[src/rtl/mem_arbiter.sv]
// Two-port (instruction/data) arbiter onto one main-memory port, one transaction in flight.
// Default: data priority with an instruction starvation guard; define ARB_ROUND_ROBIN_EN for round-robin.
module mem_arbiter #(
    parameter int STARVE_LIMIT = 4
) (
    input  logic        clk,
    input  logic        res,
    input  logic        instr_req,
    input  logic [31:0] instr_adr,
    output logic        instr_gnt,
    output logic        instr_rvalid,
    output logic [31:0] instr_read,
    input  logic        data_req,
    input  logic [31:0] data_adr,
    input  logic        data_we,
    input  logic [3:0]  data_be,
    input  logic [31:0] data_wdata,
    output logic        data_gnt,
    output logic        data_rvalid,
    output logic [31:0] data_read,
    output logic        mem_req,
    output logic [31:0] mem_adr,
    output logic        mem_we,
    output logic [3:0]  mem_be,
    output logic [31:0] mem_wdata,
    input  logic        mem_gnt,
    input  logic        mem_rvalid,
    input  logic [31:0] mem_read
);

    localparam logic [1:0] S_IDLE = 2'd0;
    localparam logic [1:0] S_REQ  = 2'd1;
    localparam logic [1:0] S_WAIT = 2'd2;

    localparam logic OWN_DATA  = 1'b0;
    localparam logic OWN_INSTR = 1'b1;

    logic [1:0] state, state_nxt;
    logic       owner, owner_nxt;
    logic       pick_instr;
    logic       own_i;

`ifndef ARB_ROUND_ROBIN_EN
    localparam logic [3:0] STARVE_MAX = 4'(STARVE_LIMIT);
    logic [3:0] starve, starve_nxt;
`endif

    // Winner selection; only meaningful while IDLE
    always_comb begin
        pick_instr = 1'b0;
`ifndef ARB_ROUND_ROBIN_EN
        starve_nxt = starve;
`endif
        if (instr_req && !data_req) begin
            pick_instr = 1'b1;
        end else if (instr_req && data_req) begin
`ifdef ARB_ROUND_ROBIN_EN
            // owner still holds the previous transaction's port while IDLE
            pick_instr = (owner == OWN_DATA);
`else
            pick_instr = (starve == STARVE_MAX);
`endif
        end
`ifndef ARB_ROUND_ROBIN_EN
        if (state == S_IDLE && instr_req) begin
            if (pick_instr)
                starve_nxt = 4'd0;
            else if (starve < STARVE_MAX)
                starve_nxt = starve + 4'd1;
        end
`endif
    end

    always_comb begin
        state_nxt = state;
        owner_nxt = owner;
        case (state)
            S_IDLE: begin
                if (instr_req || data_req) begin
                    state_nxt = S_REQ;
                    owner_nxt = pick_instr ? OWN_INSTR : OWN_DATA;
                end
            end
            S_REQ:   if (mem_gnt)    state_nxt = S_WAIT;
            S_WAIT:  if (mem_rvalid) state_nxt = S_IDLE;
            default: state_nxt = S_IDLE;
        endcase
    end

    always_ff @(posedge clk or negedge res) begin
        if (!res) begin
            state <= S_IDLE;
            owner <= OWN_DATA;
        end else begin
            state <= state_nxt;
            owner <= owner_nxt;
        end
    end

`ifndef ARB_ROUND_ROBIN_EN
    always_ff @(posedge clk or negedge res) begin
        if (!res) starve <= 4'd0;
        else      starve <= starve_nxt;
    end
`endif

    assign own_i = (owner == OWN_INSTR);

    assign mem_req   = (state == S_REQ);
    assign mem_adr   = own_i ? instr_adr : data_adr;
    assign mem_we    = own_i ? 1'b0      : data_we;
    assign mem_be    = own_i ? 4'hF      : data_be;
    assign mem_wdata = own_i ? 32'd0     : data_wdata;

    assign instr_gnt    = (state == S_REQ)  &&  own_i && mem_gnt;
    assign data_gnt     = (state == S_REQ)  && !own_i && mem_gnt;
    assign instr_rvalid = (state == S_WAIT) &&  own_i && mem_rvalid;
    assign data_rvalid  = (state == S_WAIT) && !own_i && mem_rvalid;

    assign instr_read = mem_read;
    assign data_read  = mem_read;

endmodule

[config.mk]
export PLATFORM = sky130hd
export DESIGN_NAME = mem_arbiter
export DESIGN_NICKNAME = d
export VERILOG_FILES = /design/src/rtl/mem_arbiter.sv
export SDC_FILE = /design/constraint.sdc
export NUM_CORES = 1
export LEC_CHECK = 0
export BUFFER_PORTS_ARGS = -buffer_cell sky130_fd_sc_hd__clkbuf_2
export CORE_AREA = 3 3 106 108
export DETAILED_ROUTE_END_ITERATION = 8
export DIE_AREA = 0 0 109 111
export MAX_ROUTING_LAYER = met4
export SLEW_MARGIN = 10
export SYNTH_ARGS = -nofsm -noshare
export SYNTH_HDL_FRONTEND = slang
export SYNTH_SLANG_ARGS = --single-unit
export TNS_END_PERCENT = 100
[constraint.sdc]
create_clock -name clk -period 1.5 [get_ports clk]
set_clock_uncertainty 0.2 [all_clocks]
set_input_delay 0.15 -clock clk [delete_from_list [all_inputs] [get_ports clk]]
set_output_delay 0.15 -clock clk [all_outputs]
set_load 0.02 [all_outputs]
==> results by group <==
Yosys
  – Share of the synthesized area in the top cell type: between 30% and 40%
  – YS warnings: 0
  – Synth Area in XOR/XNOR: 0%
  – Async SR Flop Fraction: 100.0%
  – Cell Area, Synth: 1534 sq um
  – Largest family of logic cells by synthesized area: buffers and inverters
  – Synth Area in Adders: under 10%
  – Mux cell area share after synthesis: a little under a quarter
  – EDFF count, synth: 0
  – Synth Register Bits: 7
  – Leading area contributor after synthesis: buf_4
  – Syn Area/Cell: around 8.5 sq um
  – Sequential element share of the synthesized area: between 10% and 20%
  – Top post-synthesis cells by area: buf_4, mux2_2, nor2b_1, dfrtp_1, buf_6
  – Synth Area in Simple Gates: around a quarter
  – Post-synthesis compound-gate area fraction: roughly 4.2%
  – Syn nets: 322
  – Post-synth cell types: 28
  – Synth Instances: between 150 and 200
  – Prevailing post-synth register cell: dfrtp_1

Global routing
  – Global-route wire length before repair: between 7000 and 8000 microns
  – Remaining global-route overflow: 0
  – Largest net degree at the start of global routing: 37
  – Number of global-route vias before repair: around 1600
  – Total track usage: roughly 7.4%
  – Initial antenna violation count: 0

Floorplanning
  – DIE HEIGHT: about 110 microns
  – Site row count: 37
  – DIE WIDTH: 109 microns
  – IO Count: approximately 280
  – Core footprint: between 10000 and 15000 sq um
  – Die area: 12100 sq um
  – Initial Util: 14.86%

Detailed routing
  – Post-DR wirelength/cell: approximately 12 microns
  – Routed WL: 5173 microns
  – Via density: 3.701
  – Initial DRC count: 16
  – Via count: ~1600
  – Post-route ant nets: 0
  – DRC errors left: 0
  – First-pass iteration count of the detailed router: 4

Clocking
  – Root Driver: clkbuf_8
  – Number of buffers created by CTS: 3
  – CTS tree: built
  – H-tree levels: 1
  – Clk sinks: 7
  – Clock latency on the worst-skew pair: approximately 0.23 ns
  – Clock Path Buffers: 2
  – Clock-pin slew on the worst setup and hold paths: approximately 0.040 ns

Worst hold path
  – Worst hold-check path type: in -> reg

Timing
  – Final min period: ~1.7 ns
  – # setup viols final: 58
  – RSZ-0062 raised after global routing: yes
  – Slew Viols, Final: 0
  – Max Freq: roughly 0.58 GHz
  – Slew @ Worst Pin: around 0.24 ns
  – Rel. slew slack: between 80% and 90%
  – Fin worst setup slack: -0.2315 ns
  – Period utilisation layout: 115.4%
  – Final-report hold violation count: 0

Outcome
  – Status: complete, but fails checks
  – Failing checks: setup timing

Critical path
  – Crit path DAT: about 1.4 ns
  – Crit-path cells: buf_12, mux2_2, buf_2
  – Req. time, crit path: roughly 1.2 ns
  – CP Launch Type: flop
  – CP delay by family, top: flip-flops
  – Critical path endpoint category: primary output
  – Crit path buf inv count: 2
  – Crit Path Max Fanout: 36
  – Worst Setup Path Type: reg -> out
  – Cell type of the slowest stage on the worst timing path: dfrtp_2
  – Max incr delay on CP: 0.40 ns

Power
  – Power per cell area: about 1600 nW/um^2
  – VDD IR max: between 800 and 900 uV
  – Leakage: between 1 and 1.5 nW

Finish
  – Fillers: ~1100
  – # nets final: 444
  – Ant. Diodes: 0
  – Area growth, synth to finish: 61.09%
  – Final Non-Filler Cells: 438
  – Share of cells above drive strength 1: between 80 and 90%

Placed design
  – Placed Instances: approximately 430
  – Port Buf Inserts: between 150 and 200
  – Pre-CTS setup slack: slightly above 0.01 ns
  – Dpl hpwl: 4268 microns
  – Placer Congestion: ~0.80

Flow run
  – Max_cap viols: 0
[sequential cells by signal, summed over array words and instances, names as in the netlist]
| register | cells |
|---|---|
| own_i | 1 |
| starve | 4 |
| state | 2 |
[report_power, final]
group | switching [mW] | total, mW | internal, mW
combinational | 1.72 | 3.25 | 1.53
sequential | 0.0992 | 0.374 | 0.275
clock | 0.0855 | 0.270 | 0.184
total | 1.90 | 3.90 | 1.99
[layout make-up]
| type | instances | area (sq um) | share of cell area (%) |
|---|---|---|---|
| timing repair buffer | 189 | 1180 | 47.75 |
| sequential | 7 | 178.9 | 7.241 |
| clock buffer | 4 | 45.04 | 1.823 |
| multi-input combinational | 100 | 889.6 | 36.00 |
| inverter | 2 | 7.507 | 0.3038 |
| tap | 136 | 170.2 | 6.886 |
[placed cells by master (no fill, tap or decap), types with 3 or more instances in the layout]
cell / Yosys / layout
nand3_1: 3 / 3
buf_4: 64 / 25
o211ai_1: 3 / 3
mux2_4: 0 / 3
clkbuf_8: 0 / 5
buf_6: 3 / 13
mux2_2: 30 / 27
dfrtp_2: 0 / 3
nor2b_1: 34 / 22
buf_12: 0 / 3
nor2b_2: 0 / 11
nor3b_2: 2 / 3
or2_2: 4 / 4
dfrtp_1: 7 / 4
clkbuf_2: 0 / 117
buf_2: 5 / 24
dlygate4sd3_1: 0 / 3
[synthesized netlist by cell type (2+ instances only)]
cell type	n
a21oi_1	2
buf_2	5
buf_4	64
buf_6	3
dfrtp_1	7
ha_1	2
inv_1	2
mux2_1	2
mux2_2	30
nand2_1	2
nand3_1	3
nor2_1	2
nor2b_1	34
nor3b_1	2
nor3b_2	2
o211ai_1	3
o21ai_0	2
or2_2	4
[worst paths after layout]
| path | start | endpoint | slack, ns | cells past startpoint |
|---|---|---|---|---|
| min in group asynchronous | res | starve[3]$_DFFE_PN0P_ | 0.10 | 2 |
| max in group asynchronous | res | own_i$_DFFE_PN0P_ | 0.81 | 2 |
| setup / recovery | own_i$_DFFE_PN0P_ | mem_adr[2] | -0.23 | 3 |
| hold / removal | data_req | starve[3]$_DFFE_PN0P_ | 0.04 | 2 |
| setup reg to reg | state[0]$_DFFE_PN0P_ | starve[3]$_DFFE_PN0P_ | 0.06 | 3 |
| hold reg to reg | state[0]$_DFFE_PN0P_ | state[0]$_DFFE_PN0P_ | 0.30 | 1 |
[cells by family (layout without fill, tap and decap cells)]
| group | count (synthesis) | after routing |
|---|---|---|
| mux | 32 | 32 |
| buf+inv | 74 | 195 |
| flops | 7 | 7 |
| simple gates | 56 | 56 |
| fa+ha+maj | 2 | 2 |
| compound gates | 10 | 10 |
[routing by layer]
metal | global-route usage (%) | vias up | wire length (microns)
met3 | 1.922 | 6 | 594
met4 | 2.020 | 0 | 42
met2 | 13.72 | 122 | 2681
met1 | 7.611 | 716 | 1854
met5 | - | - | 0
li1 | - | 777 | -
[through the flow]
stage          utilization (%)  TNS (ns)  cell area, sq um  power (mW)  hold WS [ns]
2_1_floorplan                -         0              1539       2.491       -0.3456
3_3_place_gp             20.65         0              2132       3.113       -0.1967
3_5_place_dp             20.65         0              2132       3.159       -0.1955
4_1_cts                  22.55    -10.31              2328       3.643       0.03366
5_1_grt                  23.94    -11.66              2471       4.157       0.05489
6_report                 23.94    -9.289              2471       3.896       0.03577
[repair_timing]
item                                    4_1_cts  5_1_grt
gates cloned                                  0        0
endpoints found under the hold margin         9        0
endpoints found under the setup margin       68       75
hold buffers                                  3        0
gates resized for setup                      39       99
buffers inserted                              2        1
pin swaps                                     3        2
Note: power is estimated with default switching activity, not from simulation.
